==> src/rtl/izh_pkg.sv <==
// Shared constants and state encoding for the Izhikevich run sequencer.
// FRAME_BITS is the one place the loader frame length is defined.
package izh_pkg;

  localparam int PARAM_W    = 12;
  localparam int NUM_PARAMS = 4;
  localparam int FRAME_BITS = PARAM_W * NUM_PARAMS;

  typedef enum logic [2:0] {
    ST_IDLE     = 3'd0,
    ST_LOAD     = 3'd1,
    ST_WAIT_RDY = 3'd2,
    ST_RUN      = 3'd3,
    ST_DONE     = 3'd4,
    ST_ERROR    = 3'd5
  } state_e;

  function automatic logic is_busy(state_e s);
    return (s == ST_LOAD) || (s == ST_WAIT_RDY) || (s == ST_RUN);
  endfunction

endpackage

==> src/rtl/izh_param_serializer.sv <==
// Parallel-load shift register that streams a parameter frame MSB first.
// last_o flags the final bit of the frame.
module izh_param_serializer
  import izh_pkg::*;
(
  input  logic                  clk,
  input  logic                  rst_n,
  input  logic                  clear,
  input  logic                  load,
  input  logic                  shift,
  input  logic [FRAME_BITS-1:0] frame,
  output logic                  bit_o,
  output logic                  last_o
);

  localparam int CW = $clog2(FRAME_BITS);

  logic [FRAME_BITS-1:0] sr_q, sr_d;
  logic [CW-1:0]         cnt_q, cnt_d;

  always_comb begin
    sr_d  = sr_q;
    cnt_d = cnt_q;
    if (clear) begin
      sr_d  = '0;
      cnt_d = '0;
    end else if (load) begin
      sr_d  = frame;
      cnt_d = '0;
    end else if (shift) begin
      sr_d  = {sr_q[FRAME_BITS-2:0], 1'b0};
      cnt_d = cnt_q + CW'(1);
    end
  end

  always_ff @(posedge clk or negedge rst_n) begin
    if (!rst_n) begin
      sr_q  <= '0;
      cnt_q <= '0;
    end else begin
      sr_q  <= sr_d;
      cnt_q <= cnt_d;
    end
  end

  assign bit_o  = sr_q[FRAME_BITS-1];
  assign last_o = (cnt_q == CW'(FRAME_BITS - 1));

endmodule

==> src/rtl/izh_run_sequencer.sv <==
// Configures one Izhikevich neuron, runs it with a constant stimulus for a
// programmed number of cycles and counts its spikes.
module izh_run_sequencer
  import izh_pkg::*;
#(
  parameter int TIMEOUT = 255,
  parameter int RUN_W   = 16
) (
  input  logic                      clk,
  input  logic                      reset,
  input  logic                      start,
  input  logic                      abort,
  input  logic signed [PARAM_W-1:0] param_a,
  input  logic signed [PARAM_W-1:0] param_b,
  input  logic signed [PARAM_W-1:0] param_c,
  input  logic signed [PARAM_W-1:0] param_d,
  input  logic [RUN_W-1:0]          run_cycles,
  input  logic [7:0]                stim_level,
  output logic                      load_mode,
  output logic                      serial_data,
  output logic                      input_enable,
  output logic [7:0]                stimulus_out,
  input  logic                      params_ready,
  input  logic                      spike_in,
  output logic [7:0]                spike_count,
  output logic                      busy,
  output logic                      done,
  output logic                      error,
  output logic [2:0]                state_out
);

  localparam int TW = $clog2(TIMEOUT + 1);

  state_e           state_q, state_d;
  logic [RUN_W-1:0] len_q, len_d;
  logic [RUN_W-1:0] run_q, run_d;
  logic [TW-1:0]    tmo_q, tmo_d;
  logic [7:0]       stim_q, stim_d;
  logic [7:0]       cnt_q, cnt_d;
  logic             spk_q;
  logic             load_q, load_d;
  logic             ien_q, ien_d;
  logic [7:0]       sout_q, sout_d;
  logic             busy_q, busy_d;
  logic             done_q, done_d;
  logic             err_q, err_d;

  logic idle_like, accept, rise;
  logic ser_bit, ser_last;
  logic [FRAME_BITS-1:0] frame;

  assign frame = {param_a, param_b, param_c, param_d};

  assign idle_like = (state_q == ST_IDLE) ||
                     (state_q == ST_DONE) ||
                     (state_q == ST_ERROR);
  assign accept = start & idle_like & ~abort;
  // An aborted cycle never bumps the count.
  assign rise = spike_in & ~spk_q & (state_q == ST_RUN) & ~abort;

  izh_param_serializer u_ser (
    .clk    (clk),
    .rst_n  (reset),
    .clear  (abort),
    .load   (accept),
    .shift  (state_q == ST_LOAD),
    .frame  (frame),
    .bit_o  (ser_bit),
    .last_o (ser_last)
  );

  always_comb begin
    state_d = state_q;
    len_d   = len_q;
    run_d   = run_q;
    tmo_d   = tmo_q;
    stim_d  = stim_q;
    cnt_d   = cnt_q;
    if (rise && cnt_q != 8'hFF) cnt_d = cnt_q + 8'd1;
    unique case (state_q)
      ST_IDLE: if (start) state_d = ST_LOAD;
      ST_LOAD: begin
        if (ser_last) begin
          state_d = ST_WAIT_RDY;
          tmo_d   = '0;
        end
      end
      ST_WAIT_RDY: begin
        if (params_ready) begin
          state_d = (len_q == '0) ? ST_DONE : ST_RUN;
          run_d   = len_q;
        end else if (tmo_q == TW'(TIMEOUT - 1)) begin
          state_d = ST_ERROR;
        end else begin
          tmo_d = tmo_q + TW'(1);
        end
      end
      ST_RUN: begin
        if (run_q <= RUN_W'(1)) state_d = ST_DONE;
        else run_d = run_q - RUN_W'(1);
      end
      ST_DONE:  state_d = start ? ST_LOAD : ST_IDLE;
      ST_ERROR: if (start) state_d = ST_LOAD;
      default:  state_d = ST_IDLE;
    endcase
    if (accept) begin
      len_d  = run_cycles;
      stim_d = stim_level;
      cnt_d  = '0;
    end
    if (abort) state_d = ST_IDLE;
    load_d = (state_d == ST_LOAD);
    ien_d  = (state_d == ST_RUN);
    sout_d = (state_d == ST_RUN) ? stim_d : 8'd0;
    busy_d = is_busy(state_d);
    done_d = (state_d == ST_DONE);
    err_d  = (state_d == ST_ERROR);
  end

  always_ff @(posedge clk or negedge reset) begin
    if (!reset) begin
      state_q <= ST_IDLE;
      len_q   <= '0;
      run_q   <= '0;
      tmo_q   <= '0;
      stim_q  <= '0;
      cnt_q   <= '0;
      spk_q   <= 1'b0;
      load_q  <= 1'b0;
      ien_q   <= 1'b0;
      sout_q  <= '0;
      busy_q  <= 1'b0;
      done_q  <= 1'b0;
      err_q   <= 1'b0;
    end else begin
      state_q <= state_d;
      len_q   <= len_d;
      run_q   <= run_d;
      tmo_q   <= tmo_d;
      stim_q  <= stim_d;
      cnt_q   <= cnt_d;
      spk_q   <= spike_in;
      load_q  <= load_d;
      ien_q   <= ien_d;
      sout_q  <= sout_d;
      busy_q  <= busy_d;
      done_q  <= done_d;
      err_q   <= err_d;
    end
  end

  assign load_mode    = load_q;
  assign serial_data  = ser_bit;
  assign input_enable = ien_q;
  assign stimulus_out = sout_q;
  assign spike_count  = cnt_q;
  assign busy         = busy_q;
  assign done         = done_q;
  assign error        = err_q;
  assign state_out    = state_q;

endmodule
==> config.mk <==
export PLATFORM = sky130hd
export DESIGN_NAME = izh_run_sequencer
export DESIGN_NICKNAME = d
export VERILOG_FILES = /design/src/rtl/izh_pkg.sv /design/src/rtl/izh_param_serializer.sv /design/src/rtl/izh_run_sequencer.sv
export SDC_FILE = /design/constraint.sdc
export NUM_CORES = 1
export LEC_CHECK = 0
export ABC_CLOCK_PERIOD_IN_PS = 2200
export CORE_UTILIZATION = 48
export CTS_CLUSTER_SIZE = 20
export DETAILED_ROUTE_END_ITERATION = 10
export GPL_TIMING_DRIVEN = 0
export PLACE_DENSITY = 0.8
export SYNTH_ARGS = -nofsm -noshare
export SYNTH_HDL_FRONTEND = slang
export SYNTH_SLANG_ARGS = --single-unit
==> constraint.sdc <==
create_clock -name clk -period 2.2 [get_ports clk]
set_clock_uncertainty 0.05 [all_clocks]
set_input_delay 0.44 -clock clk [delete_from_list [all_inputs] [get_ports clk]]
set_output_delay 0.44 -clock clk [all_outputs]
set_load 0.02 [all_outputs]
==> impl_metrics.ini <==
[outcome]
status = complete, but fails checks
violations = negative setup slack

[global_routing]
antenna_found_initial = 0
grt_max_degree = 74
grt_usage_pct = 23.9
first_global_vias = 5114
grt-ovfl-total = 0
grt_pass1_wl_um = 24700

[yosys]
ys.flop_type = dfrtp_1
synth_nets = 650
synth.distinct_cells = 50
netlist.area_leader.share_pct = 51.9
synthesis.area_sq_um = 6120
synthArstFlopShare_pct = 100
synth_edf_count = 0
yosysTopAreaCell = dfrtp_1
avgSynthCellArea_sq_um = 10.8
synth_area_leaders = dfrtp_1 52%, mux2i_1 7.8%, a211oi_1 6.5%
syn_inst = 566
ys_warn_count = 0
ys_seq_area_share_pct = 51.9
ys_ff_latch = 127

[timing]
finalCritPeriodShare_pct = 103
worst_pin_slew_ns = 0.993
drv_slew = 0
fmax_mhz = 443
hold_violations = 0
maxSlewHeadroom_pct = 33.6
whs_ns = 0.439
period_needed_ns = 2.26
final.setup.tns_ns = -0.467
rsz0062_at_grt = true
fin_ws_ns = -0.0581
finalSetupViolations = 16

[place]
placedCellCount = 837
io_buffers = 102
dp_hpwl_um = 10400
gp_congestion = 0.915
dpl_cell_area_sq_um = 7390

[clock_tree]
cts.sinks = 127
cts_tree = yes
cts-buffers-inserted = 17
worstSkewPairLatency_ns = 0.42
cts_buffer_depth = 2
clk_pin_slew_worst_paths_ns = 0.05
clockRootBuffer = clkbuf_16
htreeDepth = 4

[floorplanning]
die_height_um = 115
start_util_pct = 50.2
core_sq_um = 12200
core.rowCount = 40
die_x_um = 115
io_pins = 103
die_area_sq_um = 13200

[power]
p_int_w = 0.00449
p_clk_share_pct = 43.5
p_sw_w = 0.00140
switching_share_pct = 23.8
total_power_w = 0.00589
p_seq_share_pct = 44.6
p_comb_share_pct = 11.9
power_density_nw_per_um2 = 708
peakVddDrop_mv = 0.559
leakagePower_nw = 3.47

[detailed_routing]
first_iter_violations = 279
vias = 5027
vias_per_cell = 5.73
antenna_left = 0
dr.pass1.iters = 4
routedWlPerCell_um = 17.6
drcViolationCount = 0
drt-total-wl_um = 15400

[worst_setup_path]
arrival_ns = 2.51
start_kind = flip-flop
path_class = flip-flop to flip-flop
crit_required_ns = 2.45
r2r_cells = 6
endpoint_kind = flip-flop
crit_path_max_fanout = 9

[cells_and_area]
fin_area_sq_um = 8320
drive_gt1_share_pct = 18.3
area.growth.synth_to_final_pct = 35.9
diodes = 0
most-common-layout-cells = 125 x dfrtp_1, 99 x clkdlybuf4s50_1, 69 x nor2_1, 49 x a211oi_1, 48 x mux2i_1
nNetsFinal = 780
layout_commonest_cell = dfrtp_1
layout.cells.non_filler = 877

[worst_hold_path]
min_path_cells = 1
min_path_type = flip-flop to flip-flop

[job]
maxCapViolations = 0
==> critical path, stage by stage, from the launching register on <==
cell	delay, ns
dfrtp_1	0.40
or4_4	0.57
nor4b_4	0.31
a31oi_4	0.16
buf_8	0.20
or2_4	0.26
a22o_1	0.19
==> power by group through the flow <==
| stage | clock, W | combinational [W] | sequential, W |
|---|---|---|---|
| after CTS | 0.00260 | 0.000694 | 0.00262 |
| after global routing | 0.00272 | 0.000768 | 0.00264 |
| after global placement | 0 | 0.000645 | 0.00265 |
| after floorplan | 0 | 0.000381 | 0.00263 |
| final | 0.00256 | 0.000700 | 0.00262 |
| after detailed placement | 0 | 0.000674 | 0.00266 |
==> cell families (layout without fill, tap and decap cells) <==
| group | after synthesis | after routing | share of synthesized area, % |
|---|---|---|---|
| AOI/OAI and AO/OA | 122 | 122 | 13.9 |
| muxes | 72 | 72 | 12.3 |
| buffers and inverters | 45 | 188 | 3.17 |
| DFF | 127 | 127 | 51.9 |
| xor gates and xnor gates | 16 | 16 | 2.29 |
| and+or+nand+nor | 178 | 178 | 15.3 |
| adders and majority gates | 6 | 6 | 1.23 |
==> cells in the mapped netlist, drive strengths merged, types with 8 or more instances <==
cell type,number
xor2,10
nor2,72
mux2,24
o2bb2ai,10
nand2,19
a21oi,14
mux2i,48
o21ai,18
clkbuf,17
nor3b,13
nor4,11
buf,24
nor3,20
nand4,8
dfrtp,127
a211oi,53
==> stage by stage <==
| step | setup WS, ns | util (%) |
|---|---|---|
| global route | -0.144 | 68.1 |
| floorplan | 0.00239 | - |
| global placement | -4.55 | 60.3 |
| CTS | -0.130 | 66.3 |
| detailed placement | -0.621 | 60.5 |
| finish | -0.0581 | 68.1 |
==> final cells by class <==
cell class | instances | area (sq um)
Multi-Input combinational cell | 394 | 2980
Clock inverter | 6 | 30.0
Tap cell | 168 | 210
Timing Repair Buffer | 114 | 1160
Fill cell | 940 | 3890
Buffer | 38 | 224
Clock buffer | 26 | 519
Sequential cell | 127 | 3180
Inverter | 4 | 15.0
==> worst paths after layout <==
check	end	slack, ns	start
min	stim_q[7]$_DFF_PN0_	0.44	stim_q[7]$_DFF_PN0_
max reg2reg	run_q[7]$_DFFE_PN0P_	-0.06	run_q[12]$_DFFE_PN0P_
max	run_q[7]$_DFFE_PN0P_	-0.06	run_q[12]$_DFFE_PN0P_
max in group asynchronous	run_q[11]$_DFFE_PN0P_	0.85	reset
min reg2reg	stim_q[7]$_DFF_PN0_	0.44	stim_q[7]$_DFF_PN0_
min in group asynchronous	u_ser.sr_q[19]$_DFFE_PN0P_	0.49	reset
==> what timing repair did <==
item / in CTS / in global routing
hold buffers: 1 / 0
cloned: 0 / 2
buffers inserted: 6 / 2
setup endpoints to repair: 82 / 57
endpoints found under the hold margin: 54 / 0
resized for setup: 29 / 48
pin swaps: 13 / 13
==> state kept, by name, indices dropped and copies added (netlist names) <==
| signal | flops |
|---|---|
| busy | 1 |
| done | 1 |
| error | 1 |
| input_enable | 1 |
| len_q | 16 |
| load_mode | 1 |
| run_q | 16 |
| spike_count | 8 |
| spk_q | 1 |
| state_out | 3 |
| stim_q | 8 |
| stimulus_out | 8 |
| tmo_q | 8 |
| u_ser.cnt_q | 6 |
| u_ser.sr_q | 48 |
==> metal layers <==
layer	global-route usage, %	routed length (um)	up-vias
met3	5.59	831	35
met2	41.0	7780	174
met1	30.1	6520	2468
met5	0	0	-
li1	-	-	2350
met4	7.36	312	0
Power figures use the tool's default switching activity.
